**config.mk**
```make
export PLATFORM = sky130hd
export DESIGN_NAME = axi4_lite_reg_bridge_flat
export DESIGN_NICKNAME = d
export VERILOG_FILES = /design/src/rtl/axi4_lite_pkg.sv /design/src/rtl/axi4_lite_if.sv /design/src/rtl/axi4_lite_reg_bridge.sv /design/src/flat_wrapper.sv
export SDC_FILE = /design/constraint.sdc
export NUM_CORES = 1
export LEC_CHECK = 0
export ABC_AREA = 1
export CAP_MARGIN = 40
export CORE_MARGIN = 1
export CORE_UTILIZATION = 36
export CTS_BUF_LIST = sky130_fd_sc_hd__clkbuf_4 sky130_fd_sc_hd__clkbuf_8
export DETAILED_ROUTE_END_ITERATION = 10
export PLACE_DENSITY = 0.83
export SYNTH_ARGS = -nofsm -noshare
export SYNTH_HDL_FRONTEND = slang
export SYNTH_SLANG_ARGS = --single-unit
```
**constraint.sdc**
```tcl
create_clock -name clk -period 1.52 [get_ports clk]
set_input_delay 0.304 -clock clk [delete_from_list [all_inputs] [get_ports clk]]
set_output_delay 0.304 -clock clk [all_outputs]
set_load 0.03 [all_outputs]
```
**src/rtl/axi4_lite_pkg.sv**
```systemverilog
// Shared AXI4-Lite definitions used by the register bridge.
// Holds the response codes, the write/read FSM state types and a small
// helper that turns the native port error flag into an AXI response code.
package axi4_lite_pkg;

  localparam logic [1:0] OKAY   = 2'b00;
  localparam logic [1:0] EXOKAY = 2'b01;
  localparam logic [1:0] SLVERR = 2'b10;
  localparam logic [1:0] DECERR = 2'b11;

  typedef enum logic [1:0] {
    W_IDLE,
    W_REQ,
    W_WAIT,
    W_RESP
  } wr_state_t;

  typedef enum logic [1:0] {
    R_IDLE,
    R_REQ,
    R_WAIT,
    R_RESP
  } rd_state_t;

  // The bridge only ever reports OKAY or SLVERR; DECERR belongs to the crossbar.
  function automatic logic [1:0] respCode(input logic err);
    return err ? SLVERR : OKAY;
  endfunction

endpackage

```
**src/rtl/axi4_lite_if.sv**
```systemverilog
// AXI4-Lite interface bundle with manager and subordinate views.
// Ports: aclk (clock), areset_n (active-low reset, carried for completeness).
// Channels: AW, W, B, AR, R with the usual valid/ready handshakes.
interface axi4_lite #(
  parameter int ADDR_WIDTH = 32,
  parameter int WIDTH      = 32
) (
  input logic aclk,
  input logic areset_n
);

  logic [ADDR_WIDTH-1:0] awaddr;
  logic [2:0]            awprot;
  logic                  awvalid;
  logic                  awready;
  logic [WIDTH-1:0]      wdata;
  logic [WIDTH/8-1:0]    wstrb;
  logic                  wvalid;
  logic                  wready;
  logic [1:0]            bresp;
  logic                  bvalid;
  logic                  bready;
  logic [ADDR_WIDTH-1:0] araddr;
  logic [2:0]            arprot;
  logic                  arvalid;
  logic                  arready;
  logic [WIDTH-1:0]      rdata;
  logic [1:0]            rresp;
  logic                  rvalid;
  logic                  rready;

  modport subordinate (
    input  aclk, areset_n,
    input  awaddr, awprot, awvalid, output awready,
    input  wdata, wstrb, wvalid,    output wready,
    output bresp, bvalid,           input  bready,
    input  araddr, arprot, arvalid, output arready,
    output rdata, rresp, rvalid,    input  rready
  );

  modport manager (
    input  aclk, areset_n,
    output awaddr, awprot, awvalid, input  awready,
    output wdata, wstrb, wvalid,    input  wready,
    input  bresp, bvalid,           output bready,
    output araddr, arprot, arvalid, input  arready,
    input  rdata, rresp, rvalid,    output rready
  );

endinterface

```
**src/rtl/axi4_lite_reg_bridge.sv**
```systemverilog
// AXI4-Lite subordinate that turns each accepted transaction into one
// single-word access on a native register port.
// Ports:
//   clk, rst        - clock and synchronous active-high reset
//   axi             - AXI4-Lite subordinate port (AW, W, B, AR, R)
//   reg_req/reg_we  - one-cycle access strobe and write flag
//   reg_addr        - word index (byte offset bits dropped)
//   reg_wdata/wstrb - write data and byte enables
//   reg_rdata/err   - read data and error, valid the cycle after reg_req
// Independent write and read FSMs share the native port; writes win ties.
import axi4_lite_pkg::*;

module axi4_lite_reg_bridge #(
  parameter int WIDTH            = 32,
  parameter int ADDR_WIDTH       = 32,
  parameter int LOCAL_ADDR_WIDTH = 4
) (
  input  logic                                            clk,
  input  logic                                            rst,
  axi4_lite.subordinate                                   axi,
  output logic                                            reg_req,
  output logic                                            reg_we,
  output logic [LOCAL_ADDR_WIDTH-$clog2(WIDTH/8)-1:0]     reg_addr,
  output logic [WIDTH-1:0]                                reg_wdata,
  output logic [WIDTH/8-1:0]                              reg_wstrb,
  input  logic [WIDTH-1:0]                                reg_rdata,
  input  logic                                            reg_err
);

  localparam int BYTE_BITS = $clog2(WIDTH/8);
  localparam int IDX_W     = LOCAL_ADDR_WIDTH - BYTE_BITS;

  wr_state_t          r_wState;
  logic               r_awHeld;
  logic               r_wHeld;
  logic [IDX_W-1:0]   r_awIdx;
  logic [WIDTH-1:0]   r_wData;
  logic [WIDTH/8-1:0] r_wStrb;
  logic               r_bvalid;
  logic [1:0]         r_bresp;

  rd_state_t          r_rState;
  logic [IDX_W-1:0]   r_arIdx;
  logic               r_rvalid;
  logic [1:0]         r_rresp;
  logic [WIDTH-1:0]   r_rdata;

  logic w_awReady;
  logic w_wReady;
  logic w_arReady;
  logic w_awFire;
  logic w_wFire;
  logic w_arFire;
  logic w_writeGrant;
  logic w_readGrant;
  logic w_unused;

  // Readies come straight from state: each channel accepts only while idle
  // and not already holding a beat, so it stays low until its response completes.
  assign w_awReady = (r_wState == W_IDLE) && !r_awHeld;
  assign w_wReady  = (r_wState == W_IDLE) && !r_wHeld;
  assign w_arReady = (r_rState == R_IDLE);

  assign w_awFire = axi.awvalid && w_awReady;
  assign w_wFire  = axi.wvalid  && w_wReady;
  assign w_arFire = axi.arvalid && w_arReady;

  // Single priority line: a pending write always takes the native port.
  assign w_writeGrant = (r_wState == W_REQ);
  assign w_readGrant  = (r_rState == R_REQ) && !w_writeGrant;

  assign reg_req   = w_writeGrant || w_readGrant;
  assign reg_we    = w_writeGrant;
  assign reg_addr  = w_writeGrant ? r_awIdx : r_arIdx;
  assign reg_wdata = r_wData;
  assign reg_wstrb = r_wStrb;

  assign axi.awready = w_awReady;
  assign axi.wready  = w_wReady;
  assign axi.bvalid  = r_bvalid;
  assign axi.bresp   = r_bresp;
  assign axi.arready = w_arReady;
  assign axi.rvalid  = r_rvalid;
  assign axi.rresp   = r_rresp;
  assign axi.rdata   = r_rdata;

  // Protection bits, the clock/reset copies in the bundle and the address bits
  // outside the local word index carry no meaning for this bridge.
  assign w_unused = ^{axi.aclk, axi.areset_n, axi.awprot, axi.arprot,
                      axi.awaddr, axi.araddr};

  // Write FSM: AW and W are captured independently; the cycle the second one
  // lands we move straight to W_REQ so the access issues on the next cycle.
  always_ff @(posedge clk) begin
    if (rst) begin
      r_wState <= W_IDLE;
      r_awHeld <= 1'b0;
      r_wHeld  <= 1'b0;
      r_awIdx  <= '0;
      r_wData  <= '0;
      r_wStrb  <= '0;
      r_bvalid <= 1'b0;
      r_bresp  <= OKAY;
    end else begin
      case (r_wState)
        W_IDLE: begin
          if (w_awFire) begin
            r_awHeld <= 1'b1;
            r_awIdx  <= axi.awaddr[LOCAL_ADDR_WIDTH-1:BYTE_BITS];
          end
          if (w_wFire) begin
            r_wHeld <= 1'b1;
            r_wData <= axi.wdata;
            r_wStrb <= axi.wstrb;
          end
          if ((r_awHeld || w_awFire) && (r_wHeld || w_wFire)) begin
            r_wState <= W_REQ;
          end
        end
        W_REQ: begin
          if (w_writeGrant) begin
            r_wState <= W_WAIT;
          end
        end
        W_WAIT: begin
          r_bresp  <= respCode(reg_err);
          r_bvalid <= 1'b1;
          r_wState <= W_RESP;
        end
        W_RESP: begin
          if (axi.bready) begin
            r_bvalid <= 1'b0;
            r_awHeld <= 1'b0;
            r_wHeld  <= 1'b0;
            r_wState <= W_IDLE;
          end
        end
        default: r_wState <= W_IDLE;
      endcase
    end
  end

  // Read FSM: latch the word index on AR, wait for the port, then register
  // data and error the cycle after the access and hold them until rready.
  always_ff @(posedge clk) begin
    if (rst) begin
      r_rState <= R_IDLE;
      r_arIdx  <= '0;
      r_rvalid <= 1'b0;
      r_rresp  <= OKAY;
      r_rdata  <= '0;
    end else begin
      case (r_rState)
        R_IDLE: begin
          if (w_arFire) begin
            r_arIdx  <= axi.araddr[LOCAL_ADDR_WIDTH-1:BYTE_BITS];
            r_rState <= R_REQ;
          end
        end
        R_REQ: begin
          if (w_readGrant) begin
            r_rState <= R_WAIT;
          end
        end
        R_WAIT: begin
          r_rdata  <= reg_rdata;
          r_rresp  <= respCode(reg_err);
          r_rvalid <= 1'b1;
          r_rState <= R_RESP;
        end
        R_RESP: begin
          if (axi.rready) begin
            r_rvalid <= 1'b0;
            r_rState <= R_IDLE;
          end
        end
        default: r_rState <= R_IDLE;
      endcase
    end
  end

endmodule

```
**src/flat_wrapper.sv**
```systemverilog
// flat-port wrapper written by rule: the top's interface ports become plain ports
module axi4_lite_reg_bridge_flat 
#(
  parameter int WIDTH            = 32,
  parameter int ADDR_WIDTH       = 32,
  parameter int LOCAL_ADDR_WIDTH = 4
)
  (clk, rst, reg_req, reg_we, reg_addr, reg_wdata, reg_wstrb, reg_rdata, reg_err, aclk, areset_n, axi_awaddr, axi_awprot, axi_awvalid, axi_awready, axi_wdata, axi_wstrb, axi_wvalid, axi_wready, axi_bresp, axi_bvalid, axi_bready, axi_araddr, axi_arprot, axi_arvalid, axi_arready, axi_rdata, axi_rresp, axi_rvalid, axi_rready);
  axi4_lite #(.ADDR_WIDTH(ADDR_WIDTH), .WIDTH(WIDTH)) axi_i (.aclk(aclk), .areset_n(areset_n));
  input  logic clk;
  input  logic rst;
  output logic reg_req;
  output logic reg_we;
  output logic [LOCAL_ADDR_WIDTH-$clog2(WIDTH/8)-1:0] reg_addr;
  output logic [WIDTH-1:0] reg_wdata;
  output logic [WIDTH/8-1:0] reg_wstrb;
  input  logic [WIDTH-1:0] reg_rdata;
  input  logic reg_err;
  input wire logic aclk;
  input wire logic areset_n;
  input wire logic [$bits(axi_i.awaddr)-1:0] axi_awaddr;
  input wire logic [$bits(axi_i.awprot)-1:0] axi_awprot;
  input wire logic [$bits(axi_i.awvalid)-1:0] axi_awvalid;
  output wire logic [$bits(axi_i.awready)-1:0] axi_awready;
  input wire logic [$bits(axi_i.wdata)-1:0] axi_wdata;
  input wire logic [$bits(axi_i.wstrb)-1:0] axi_wstrb;
  input wire logic [$bits(axi_i.wvalid)-1:0] axi_wvalid;
  output wire logic [$bits(axi_i.wready)-1:0] axi_wready;
  output wire logic [$bits(axi_i.bresp)-1:0] axi_bresp;
  output wire logic [$bits(axi_i.bvalid)-1:0] axi_bvalid;
  input wire logic [$bits(axi_i.bready)-1:0] axi_bready;
  input wire logic [$bits(axi_i.araddr)-1:0] axi_araddr;
  input wire logic [$bits(axi_i.arprot)-1:0] axi_arprot;
  input wire logic [$bits(axi_i.arvalid)-1:0] axi_arvalid;
  output wire logic [$bits(axi_i.arready)-1:0] axi_arready;
  output wire logic [$bits(axi_i.rdata)-1:0] axi_rdata;
  output wire logic [$bits(axi_i.rresp)-1:0] axi_rresp;
  output wire logic [$bits(axi_i.rvalid)-1:0] axi_rvalid;
  input wire logic [$bits(axi_i.rready)-1:0] axi_rready;
  assign axi_i.awaddr = axi_awaddr;
  assign axi_i.awprot = axi_awprot;
  assign axi_i.awvalid = axi_awvalid;
  assign axi_awready = axi_i.awready;
  assign axi_i.wdata = axi_wdata;
  assign axi_i.wstrb = axi_wstrb;
  assign axi_i.wvalid = axi_wvalid;
  assign axi_wready = axi_i.wready;
  assign axi_bresp = axi_i.bresp;
  assign axi_bvalid = axi_i.bvalid;
  assign axi_i.bready = axi_bready;
  assign axi_i.araddr = axi_araddr;
  assign axi_i.arprot = axi_arprot;
  assign axi_i.arvalid = axi_arvalid;
  assign axi_arready = axi_i.arready;
  assign axi_rdata = axi_i.rdata;
  assign axi_rresp = axi_i.rresp;
  assign axi_rvalid = axi_i.rvalid;
  assign axi_i.rready = axi_rready;
  axi4_lite_reg_bridge #(.WIDTH(WIDTH), .ADDR_WIDTH(ADDR_WIDTH), .LOCAL_ADDR_WIDTH(LOCAL_ADDR_WIDTH)) u_core (.clk(clk), .rst(rst), .axi(axi_i), .reg_req(reg_req), .reg_we(reg_we), .reg_addr(reg_addr), .reg_wdata(reg_wdata), .reg_wstrb(reg_wstrb), .reg_rdata(reg_rdata), .reg_err(reg_err));
endmodule
```
==> results of run 1 <==
worst paths after layout:
path,cells past startpoint,startpoint,to
worst max register to register,9,u_core.r_wState[0],u_core.reg_wdata[8]
worst max-delay path,7,u_core.r_wState[0],axi_awready
worst min register to register,2,u_core.reg_wdata[19],u_core.reg_wdata[19]
worst min-delay path,2,u_core.reg_wdata[19],u_core.reg_wdata[19]
synthesized netlist by cell type (3+ instances only):
library cell  count
a21oi_1          43
nand2_1          58
ha_1             10
dfxtp_1          82
buf_4             7
nand3_1          41
buf_2             7
clkinv_1          3
nor2_1           79
inv_1            17
o21ai_0          42
buf_8             3
clkbuf_1         11
kinds of logic after synthesis:
| kind of cell | count (synthesis) | synth area share (%) |
|---|---|---|
| compound gates | 86 | 13.4 |
| buf+inv | 50 | 7.89 |
| simple gates | 185 | 24.3 |
| other cells | 1 | 0.115 |
| fa+ha+maj | 10 | 3.85 |
| flops | 82 | 50.5 |
timing repair:
item | in CTS | in global routing
endpoints found under the setup margin | 92 | 18
resized for setup | 105 | 17
setup buffers | 5 | 8
pin swaps | 3 | 8
cloned | 1 | 3
power groups by stage:
stage	Sequential, mW	Combinational (mW)	Clock [mW]
2_1_floorplan	4.04	1.93	0
3_3_place_gp	3.06	4.70	0
3_5_place_dp	3.09	4.81	0
4_1_cts	3.06	4.87	1.75
5_1_grt	3.14	5.65	1.85
6_report	3.07	5.28	1.70
registers in the layout, summed over array words and instances (netlist names):
register	flops
u_core.r_awHeld	1
u_core.axi.rvalid	1
u_core.reg_wdata	32
u_core.r_awIdx	2
u_core.r_wHeld	1
u_core.reg_wstrb	4
u_core.axi.bvalid	1
u_core.axi.rresp	1
u_core.r_wState	2
u_core.axi.bresp	1
u_core.r_rState	2
u_core.axi.rdata	32
u_core.r_arIdx	2
critical path, delay by kind of cell (launching register included):
kind	cells	cell delay [ps]
simple gates	1	80
flops	1	330
fa+ha+maj	1	160
buf+inv	5	460
metal layers:
metal  vias to the layer above  track usage, %
met1                      1559            22.7
li1                       1691               -
met5                         -               0
met2                       147            34.5
met3                        15            7.08
met4                         0            4.59
layout make-up:
| type | instances | area (um2) |
|---|---|---|
| clock buffers | 10 | 131 |
| clock inverters | 5 | 80.1 |
| fillers | 744 | 3260 |
| inverters | 22 | 97.6 |
| multi-input cells | 284 | 1450 |
| flip-flops and latches | 82 | 1650 |
| well taps | 108 | 135 |
| repair buffers | 193 | 1910 |
==> out/metrics.yaml, run 1 <==
outcome: "complete, but fails checks"
violations: "setup timing"
drive_gt1_share_pct: 14.8
gp_congestion: 0.819
dr_wl_met3_um: 865
period_minus_slack_ps: 1680
ys_seq_area_share_pct: 50.5
leakage_nw: 2.54
required_ps: 1220
yosysTopAreaCell: "dfxtp_1"
die_h_um: 97.0
place_area_um2: 5020
routedWlPerCell_um: 13.9
drc_errors: 0
dr.pass1.iters: 4
async_flop_share_pct: 0
maxCapViolations: 0
synth_area_leaders: "dfxtp_1, nor2_1, nand2_1"
max-vdd-ir-drop_v: 0.000984
area.growth.synth_to_final_pct: 67.9
io_pins: 229
path_class: "reg2out"
rsz0062_at_grt: "yes"
nets: 750
met1_length_um: 4010
critPathSlowestCell: "dfxtp_2"
routed.top_layer: "met4"
p_int_mw: 5.87
grt_pass1_wl_um: 15200
final_cell_mix: "clkdlybuf4s50_1, dfxtp_1, nor2_1"
grt_start_max_net_pins: 37
cp_common_cell: "buf_6"
vias_per_cell: 4.85
timing.fmax_mhz: 595
clock_skew_ps: 8.00
post-place-ws_ps: -225
clkTransAtPathRegs_ps: 80
instances_no_fill: 704
grt_pass1_vias: 3224
slowest_delay_ps: 330
row_count: 34
setup_ws_ps: -160
p_sw_mw: 4.17
grt_overflow: 0
place_inst: 674
met2WireLength_um: 4770
detailedRoute.firstIterationViolations: 64
postLayoutCellArea_um2: 5460
pwr-share-seq_pct: 30.5
ant_nets: 0
antenna_cells: 0
syn_avg_cell_area_um2: 7.85
dp_hpwl_um: 6420
synth_top_area_share_pct: 50.5
holdBufCountCts: 0
arrival_ps: 1380
syn_area_um2: 3250
vias: 3412
final_hold_viol_count: 0
pwr-share-clk_pct: 16.9
r2r_slack_ps: 60
cts_tree: "yes"
grt_antenna_before_repair: 0
critPathLaunchType: "flop"
wl_um: 9760
synth_seq_cells: 82
p_total_mw: 10.0
clock-root-buffer: "clkbuf_8"
initial_utilization_pct: 37.3
hp-class: "reg2reg"
post-route-period-util_pct: 111
die-area_um2: 9410
powerDensity_nw_per_um2: 1840
ys_types: 22
port_buffers: 158
endpoint_kind: "output port"
track_usage_pct: 19.6
numCtsBuffers: 9
path_max_fanout: 3
coreArea_um2: 8720
die_width_um: 97.0
cts_max_level: 3
synth-edff-count: 0
cp_cell_sequence: "buf_6 > inv_4 > ha_4 > inv_6 > buf_6 > nor2_4 > buf_6"
swShare_pct: 41.5
clk_latency_ps: 340
cts.sinks: 82
syn_inst: 414
fin_setup_tns_ps: -510
p_comb_share_pct: 52.6
yosys_most_used_dff: "dfxtp_1"
finalSetupViolations: 5
drv_slew: 0
mostFrequentLayoutCell: "clkdlybuf4s50_1"
holdWs_ps: 462
ctsLongestPathBuffers: 2
fin_util_pct: 62.6
yosys_warnings: 0
Note: power is estimated with default switching activity, not from simulation.
==> run 2, diff against run 1 <==
Settings changed: ABC_CLOCK_PERIOD_IN_PS set to 1520.
==> results of run 2 <==
The final DEF is identical to that of run 1; final timing and power are the same.
==> run 3, diff against run 2 <==
Settings changed: CELL_PAD_IN_SITES_DETAIL_PLACEMENT set to 0, CELL_PAD_IN_SITES_GLOBAL_PLACEMENT set to 2, CORE_UTILIZATION 36 to 18, CTS_CLUSTER_DIAMETER set to 100, CTS_CLUSTER_SIZE set to 10, PLACE_DENSITY 0.83 to not set, PLACE_DENSITY_LB_ADDON set to 0.1.
==> run 3 against run 2 <==
Compared with the run above:
- the flow still finishes with violations (setup timing)
- clock skew is 3.2 ps lower
- core utilization is 32 points lower
- non-clock buffer count is 10 lower
- setup slack better by 45 ps
- cell area is 1.3% lower
- global-route usage is 7.7 points lower
- power is 5.1% lower
- sequential share of layout area is 0.44 points higher
- highest routed layer unchanged
==> out/metrics.yaml, run 3 (synthesis results as in run 1) <==
timing.fmax_mhz: 612
violations: "setup timing"
drive_gt1_share_pct: 12.5
grt_antenna_before_repair: 0
final_cell_mix: "clkdlybuf4s50_1, dfxtp_1, nor2_1"
worstReg2RegStart: "u_core.r_wState[0]"
ant_nets: 0
die-area_um2: 18600
place_area_um2: 5140
min-delay-start: "u_core.reg_wdata[28]"
rsz0062_at_grt: "yes"
wl_um: 10900
vias: 3243
arrival_ps: 1330
initial_utilization_pct: 18.6
dp_hpwl_um: 7350
io_pins: 229
ctsLongestPathBuffers: 2
area.growth.synth_to_final_pct: 65.8
p_total_mw: 9.53
r2r-end: "u_core.reg_wdata[22]"
slowest_delay_ps: 370
routedWlPerCell_um: 13.4
outcome: "complete, but fails checks"
cts_tree: "yes"
fin_util_pct: 30.8
reg2reg_depth: 8
endpoint_kind: "output port"
clkTransAtPathRegs_ps: 90
gp_congestion: 0.702
r2r_slack_ps: 170
cp_cell_sequence: "inv_4 > ha_4 > or2_4 > buf_6"
critPathSlowestCell: "dfxtp_2"
leakage_nw: 2.44
finalSetupViolations: 5
numCtsBuffers: 9
grt_pass1_wl_um: 16800
vias_per_cell: 4.00
path_class: "reg2out"
routed.top_layer: "met4"
coreArea_um2: 17500
dr_wl_met3_um: 855
holdBufCountCts: 0
met2WireLength_um: 5000
fillers: 1859
drv_slew: 0
max-vdd-ir-drop_v: 0.000716
hp-class: "reg2reg"
clock_skew_ps: 4.77
min_path_cells: 2
cts.sinks: 82
post-route-period-util_pct: 108
clk_latency_ps: 360
setup_ws_ps: -115
postLayoutCellArea_um2: 5390
clock-root-buffer: "clkbuf_8"
required_ps: 1220
mostFrequentLayoutCell: "clkdlybuf4s50_1"
grt_overflow: 0
met1_length_um: 4810
cts_max_level: 3
maxCapViolations: 0
holdWs_ps: 463
detailedRoute.firstIterationViolations: 91
critPathLaunchType: "flop"
dr.pass1.iters: 4
period_minus_slack_ps: 1640
antenna_cells: 0
nets: 739
die_width_um: 136
powerDensity_nw_per_um2: 1770
port_buffers: 158
track_usage_pct: 12.0
min_to: "u_core.reg_wdata[28]"
row_count: 48
post-place-ws_ps: 2.93
grt_pass1_vias: 3227
grt_start_max_net_pins: 37
path_max_fanout: 4
final_hold_viol_count: 0
die_h_um: 136
drc_errors: 0
==> run 3: changes by cell type in the layout (fill, tap and decap cells not counted), sizes merged <==
cell | before | now
buf | 40 | 33
clkbuf | 13 | 10
bufinv | 2 | 1
clkinv | 4 | 5
nor2 | 81 | 80
==> run 3: worst max path at each step <==
stage                       startpoint                   to  slack, ps  cells after the start
CTS                 u_core.r_wState[1]          reg_addr[0]       -160                      6
detailed placement          axi_wvalid  u_core.reg_wdata[1]          3                      6
global placement            axi_wvalid   u_core.r_wState[1]        -40                      8
floorplan           u_core.r_wState[1]          reg_addr[0]        -70                      4
global route        u_core.r_wState[1]              reg_req       -170                      4
finish              u_core.r_wState[1]              reg_req       -120                      4
==> run 3: routing by layer <==
metal,GRT usage (%),vias up
met5,0,-
met2,19.8,109
met4,4.81,0
met1,14.0,1455
li1,-,1667
met3,4.36,12
==> run 3: stage by stage <==
step / cells / TNS [ps]
after global placement: 787 / -106
after CTS: 806 / -586
after detailed placement: 787 / 0
after floorplan: 415 / -71.5
final: 810 / -325
after global routing: 810 / -669
==> run 3: cell type report <==
cell class | instances | area, um2 | area share, %
timing repair buffer | 183 | 1760 | 32.6
sequential | 82 | 1650 | 30.6
multi-input combinational | 283 | 1410 | 26.2
tap | 225 | 282 | 5.23
clock buffer | 10 | 138 | 2.56
inverter | 22 | 95.1 | 1.77
clock inverter | 5 | 55.1 | 1.02
==> run 3: report_power, final <==
group / internal [mW] / switching [mW] / total, mW
logic: 1.88 / 2.96 / 4.84
registers: 2.75 / 0.316 / 3.07
clock network: 0.790 / 0.831 / 1.62
total: 5.42 / 4.11 / 9.53
==> run 3: repair_timing <==
| item | in CTS | in global routing |
|---|---|---|
| setup endpoints to repair | 78 | 8 |
| gates resized for setup | 96 | 6 |
| buffers inserted | 4 | 4 |
| pin swaps | 3 | 3 |
==> run 3: worst max-delay path, delay by kind of cell, from the launching register on <==
kind / cells / cell delay (ps)
DFF: 1 / 370
and+or+nand+nor: 1 / 230
buffers and inverters: 2 / 200
adders and majority gates: 1 / 180
